--- src/rtl/traffic_pkg.sv ---
// traffic_pkg: state encodings shared by the sensor conditioning channels and
// the two-street Moore light controller.
// Build option: define SENSOR_STRETCH_EN to compile in the HOLD (stretch) state.
package traffic_pkg;

`ifdef SENSOR_STRETCH_EN
    localparam int STATE_W = 3;
`else
    localparam int STATE_W = 2;
`endif

    typedef enum logic [STATE_W-1:0] {
        IDLE      = STATE_W'(0),
        ARMING    = STATE_W'(1),
        ACTIVE    = STATE_W'(2),
`ifdef SENSOR_STRETCH_EN
        RELEASING = STATE_W'(3),
        HOLD      = STATE_W'(4)
`else
        RELEASING = STATE_W'(3)
`endif
    } state_e;

    // Occupancy level a channel reports while sitting in a given state.
    function automatic logic state_occupied(input state_e st);
        return (st != IDLE) && (st != ARMING);
    endfunction

endpackage

--- src/rtl/sensor_debounce.sv ---
// sensor_debounce: one car-detector channel. Two-flop synchroniser, debounce
// FSM with a shared run counter, and a registered occupancy output that is the
// decode of the next state.
// Build option: SENSOR_STRETCH_EN inserts HOLD after a debounced release.
module sensor_debounce
    import traffic_pkg::*;
#(
    parameter int DEB_CYCLES  = 4,
    parameter int CNT_W       = 4,
    parameter int HOLD_CYCLES = 8
) (
    input  logic clk,
    input  logic i_rst_n,
    input  logic i_raw,
    output logic o_level
);

    localparam logic [CNT_W-1:0] DEB_LAST = CNT_W'(DEB_CYCLES - 1);
    localparam bit               DEB_ONE  = (DEB_CYCLES == 1);

`ifdef SENSOR_STRETCH_EN
    localparam logic [CNT_W-1:0] HOLD_LAST  = CNT_W'(HOLD_CYCLES - 1);
    localparam state_e           REL_TARGET = HOLD;
`else
    localparam state_e           REL_TARGET = IDLE;
`endif
    localparam logic             REL_LEVEL  = state_occupied(REL_TARGET);

    logic             r_meta;
    logic             r_sync;
    state_e           r_state;
    logic [CNT_W-1:0] r_cnt;
    logic             r_level;

    // Bring the asynchronous detector into the clock domain.
    always_ff @(posedge clk) begin
        // NOTE: non-blocking assignments make r_sync take the old r_meta,
        // giving two real flop stages instead of one collapsed wire.
        if (!i_rst_n) begin
            r_meta <= 1'b0;
            r_sync <= 1'b0;
        end else begin
            r_meta <= i_raw;
            r_sync <= r_meta;
        end
    end

    // Debounce FSM: counter restarts on every state change, output follows next state.
    always_ff @(posedge clk) begin
        if (!i_rst_n) begin
            r_state <= IDLE;
            r_cnt   <= '0;
            r_level <= 1'b0;
        end else begin
            case (r_state)
                IDLE: begin
                    if (r_sync) begin
                        if (DEB_ONE) begin
                            r_state <= ACTIVE;
                            r_cnt   <= '0;
                            r_level <= 1'b1;
                        end else begin
                            r_state <= ARMING;
                            r_cnt   <= CNT_W'(1);
                        end
                    end
                end
                ARMING: begin
                    if (!r_sync) begin
                        r_state <= IDLE;
                        r_cnt   <= '0;
                    end else if (r_cnt == DEB_LAST) begin
                        r_state <= ACTIVE;
                        r_cnt   <= '0;
                        r_level <= 1'b1;
                    end else begin
                        r_cnt <= r_cnt + 1'b1;
                    end
                end
                ACTIVE: begin
                    if (!r_sync) begin
                        if (DEB_ONE) begin
                            r_state <= REL_TARGET;
                            r_cnt   <= '0;
                            r_level <= REL_LEVEL;
                        end else begin
                            r_state <= RELEASING;
                            r_cnt   <= CNT_W'(1);
                        end
                    end
                end
                RELEASING: begin
                    if (r_sync) begin
                        r_state <= ACTIVE;
                        r_cnt   <= '0;
                    end else if (r_cnt == DEB_LAST) begin
                        r_state <= REL_TARGET;
                        r_cnt   <= '0;
                        r_level <= REL_LEVEL;
                    end else begin
                        r_cnt <= r_cnt + 1'b1;
                    end
                end
`ifdef SENSOR_STRETCH_EN
                HOLD: begin
                    if (r_sync) begin
                        r_state <= ACTIVE;
                        r_cnt   <= '0;
                    end else if (r_cnt == HOLD_LAST) begin
                        r_state <= IDLE;
                        r_cnt   <= '0;
                        r_level <= 1'b0;
                    end else begin
                        r_cnt <= r_cnt + 1'b1;
                    end
                end
`endif
                default: begin
                    r_state <= IDLE;
                    r_cnt   <= '0;
                    r_level <= 1'b0;
                end
            endcase
        end
    end

    assign o_level = r_level;

endmodule

--- src/rtl/traffic_sensor_filter.sv ---
// traffic_sensor_filter: conditions the raw street-A and street-B car detectors
// into clean TA/TB occupancy levels for the Moore light controller. The two
// channels are identical and fully independent.
// Build option: SENSOR_STRETCH_EN holds each output HOLD_CYCLES longer after release.
module traffic_sensor_filter
    import traffic_pkg::*;
#(
    parameter int DEB_CYCLES  = 4,
    parameter int CNT_W       = 4,
    parameter int HOLD_CYCLES = 8
) (
    input  logic clk,
    input  logic reset,
    input  logic sa_raw,
    input  logic sb_raw,
    output logic TA,
    output logic TB
);

    sensor_debounce #(
        .DEB_CYCLES  (DEB_CYCLES),
        .CNT_W       (CNT_W),
        .HOLD_CYCLES (HOLD_CYCLES)
    ) u_deb_a (
        .clk     (clk),
        .i_rst_n (reset),
        .i_raw   (sa_raw),
        .o_level (TA)
    );

    sensor_debounce #(
        .DEB_CYCLES  (DEB_CYCLES),
        .CNT_W       (CNT_W),
        .HOLD_CYCLES (HOLD_CYCLES)
    ) u_deb_b (
        .clk     (clk),
        .i_rst_n (reset),
        .i_raw   (sb_raw),
        .o_level (TB)
    );

endmodule

--- config.mk ---
export PLATFORM = sky130hd
export DESIGN_NAME = traffic_sensor_filter
export DESIGN_NICKNAME = d
export VERILOG_FILES = /design/src/rtl/traffic_pkg.sv /design/src/rtl/sensor_debounce.sv /design/src/rtl/traffic_sensor_filter.sv
export SDC_FILE = /design/constraint.sdc
export NUM_CORES = 1
export LEC_CHECK = 0
export CAP_MARGIN = 10
export CORE_UTILIZATION = 55
export CTS_BUF_LIST = sky130_fd_sc_hd__clkbuf_2
export CTS_CLUSTER_DIAMETER = 150
export CTS_CLUSTER_SIZE = 20
export DETAILED_ROUTE_END_ITERATION = 7
export GPL_TIMING_DRIVEN = 0
export PLACE_DENSITY = 0.81
export SYNTH_ARGS = -nofsm -noshare
export SYNTH_HDL_FRONTEND = slang
export SYNTH_SLANG_ARGS = --single-unit
--- constraint.sdc ---
create_clock -name clk -period 2.8 [get_ports clk]
set_input_delay 0.84 -clock clk [delete_from_list [all_inputs] [get_ports clk]]
set_output_delay 0.84 -clock clk [all_outputs]
set_load 0.05 [all_outputs]
==> impl_metrics.tcl <==
set metrics [dict create \
    crit_chain "clkdlybuf4s50_1" \
    status "completed" \
    grt_remaining_overflow 0 \
    insertion_delay_ps 280 \
    setup.worst_path.start_class "register" \
    swShare 0.244 \
    final_cell_mix "dfxtp_1 (18), clkdlybuf4s50_1 (5), nand3_1 (4), inv_1 (4), and2_1 (4)" \
    setup_violations 0 \
    hold_path_startpoint "u_deb_a.r_meta" \
    critical_path.top_delay_family "buffers and inverters" \
    power_density_nw_per_um2 474 \
    crit_arrival_ps 1480 \
    vias 566 \
    first_iter_violations 8 \
    reg2reg_from "u_deb_a.r_sync" \
    cts_max_level 1 \
    ys_warn_count 0 \
    grt_setup_unrepaired "false" \
    drtAntennaViolNets 0 \
    vias_per_cell 5.55 \
    stdcell_count 102 \
    tns_ps 0 \
    fin_area_um2 866 \
    regToRegEndpoint "u_deb_a.r_cnt[3]" \
    io_pins 6 \
    hold_viol 0 \
    post_cts_resized 0 \
    final_common_cell "dfxtp_1" \
    cp_data_required_time_ps 1960 \
    seq_power_share 0.659 \
    timing.fmax_mhz 431 \
    maxCapViolations 0 \
    holdPathEnd "u_deb_a.r_sync" \
    reg2reg_depth 3 \
    report.final.slew_viol_count 0 \
    async_flop_share 0 \
    fin_crit_ps 2320 \
    clock_sinks 18 \
    cp_max_fo 3 \
    dp_cells 98 \
    grt_pass1_vias 416 \
    worstSetupEndpointType "output port" \
    yosysSeqAreaShare 0.463 \
    syn_area_per_cell_um2 9.98 \
    remaining_drc_errors 0 \
    drive_gt1_frac 0.0920 \
    die_y_um 39.6 \
    ctsHoldBuffers 0 \
    relSlewSlack 0.655 \
    die_x_um 39.6 \
    tritoncts "yes" \
    initial_core_util 0.598 \
    crit_type "reg -> out" \
    power_frac_comb 0.087 \
    internal_power_uw 310 \
    synth_ff_type "dfxtp_1" \
    p_sw_uw 100 \
    die_area_um2 1570 \
    synthDistinctLibCells 30 \
    post-route-period-util 0.828 \
    diodes 0 \
    routed_wl_mm 1.24 \
    rows 13 \
    r2r_slack_ps 1350 \
    syn_to_final_growth_pct 11.3 \
    ir_drop_mv 0.422 \
    firstDrtPassIters 3 \
    core_region_area_um2 1300 \
    port-buffer-count 5 \
    nNetsFinal 94 \
    synth-edff-count 0 \
    clk_path_buf_depth 2 \
    post-dp-hpwl_um 865 \
    cts_setup_buffers 0 \
    grt_usage 0.173 \
    clock_tree.root_cell "clkbuf_2" \
    power.leakage_nw 0.360 \
    antenna_found_initial 0 \
    slowest_stage "clkdlybuf4s50_1" \
    syn_area_um2 778 \
    synth-seq-cells 18 \
    cts_buffers 3 \
    whs_path_depth 1 \
    syn-num-nets 84 \
    routabilityCongestion 0.718 \
    slowest_delay_ps 810 \
    postSynthCellCount 78 \
    critPathBufInv 1 \
    grt_pass1_wl_mm 1.75 \
    post_drt_wl_per_cell_um 12.1 \
    grt_max_degree 11 \
    worst_pin_slew_ps 515 \
    post_dp_cell_area_um2 847 \
    path_clk_slew_ps 170 \
    fin_worst_skew_ps 9.74 \
    clkPwrFrac 0.254 \
    hold_path.class "reg -> reg" \
]
cell usage after synthesis (2+ instances only):
cell type,count,area (µm²)
a21oi_1,2,10.0
a31oi_1,3,18.8
and2_1,4,25.0
and3_1,2,12.5
and3b_1,2,17.5
clkbuf_1,2,7.51
dfxtp_1,18,360
ha_1,2,25.0
inv_1,4,15.0
mux2i_1,2,20.0
nand2_1,3,11.3
nand3_1,4,20.0
nand3b_1,3,22.5
nand4bb_1,2,22.5
nor2_1,3,11.3
nor2b_1,2,12.5
nor3b_1,2,15.0
o21a_1,2,15.0
o21ai_0,2,10.0
or3b_2,3,26.3
xor2_1,2,17.5
cells by family (layout without fill, tap and decap cells):
kind of cell	after synthesis	in the layout	synth area share
buffers and inverters	6	15	0.0289
flip-flops	18	18	0.463
AND/OR/NAND/NOR	33	33	0.283
XOR/XNOR	3	3	0.0434
AO/OA/AOI/OAI	14	14	0.124
adder cells (fa/ha/maj)	2	2	0.0321
multiplexers	2	2	0.0257
worst max-delay path by stage:
stage | end | slack [ps] | from | cells past startpoint
after CTS | TB | 470 | u_deb_b.o_level | 1
after global routing | TB | 430 | u_deb_b.o_level | 1
after detailed placement | u_deb_b.r_cnt[3] | 790 | reset | 4
after floorplan | TA | 1350 | u_deb_a.o_level | 0
final | TB | 480 | u_deb_b.o_level | 1
after global placement | u_deb_b.r_cnt[3] | 810 | reset | 4
power groups by stage:
stage	clock (mW)	combinational [mW]	sequential, mW
floorplan	0	0.0136	0.284
global placement	0	0.0354	0.275
detailed placement	0	0.0362	0.276
CTS	0.106	0.0363	0.270
global route	0.117	0.0385	0.272
finish	0.104	0.0357	0.270
through the flow:
stage | power [mW] | setup WS (ps) | util | hold WS (ps)
5_1_grt | 0.427 | 434 | 0.665 | 467
3_3_place_gp | 0.311 | 813 | 0.651 | 416
4_1_cts | 0.413 | 474 | 0.665 | 460
6_report | 0.410 | 480 | 0.665 | 456
3_5_place_dp | 0.312 | 794 | 0.651 | 423
2_1_floorplan | 0.297 | 1350 | - | 412
final cells by class:
class / instances / area (µm²)
plain buffers: 2 / 7.51
clock buffers: 3 / 15.0
clock inverters: 1 / 3.75
fillers: 120 / 435
inverters: 4 / 15.0
multi-input cells: 54 / 395
flip-flops and latches: 18 / 360
well taps: 15 / 18.8
repair buffers: 5 / 50.0
layer usage:
metal	routed length [µm]	up-vias	GRT usage
met1	654	258	0.228
met2	542	5	0.258
met3	27	2	0.0511
met4	14	0	0.0776
met5	0	-	0
li1	-	301	-
Note: power is estimated with default switching activity, not from simulation.
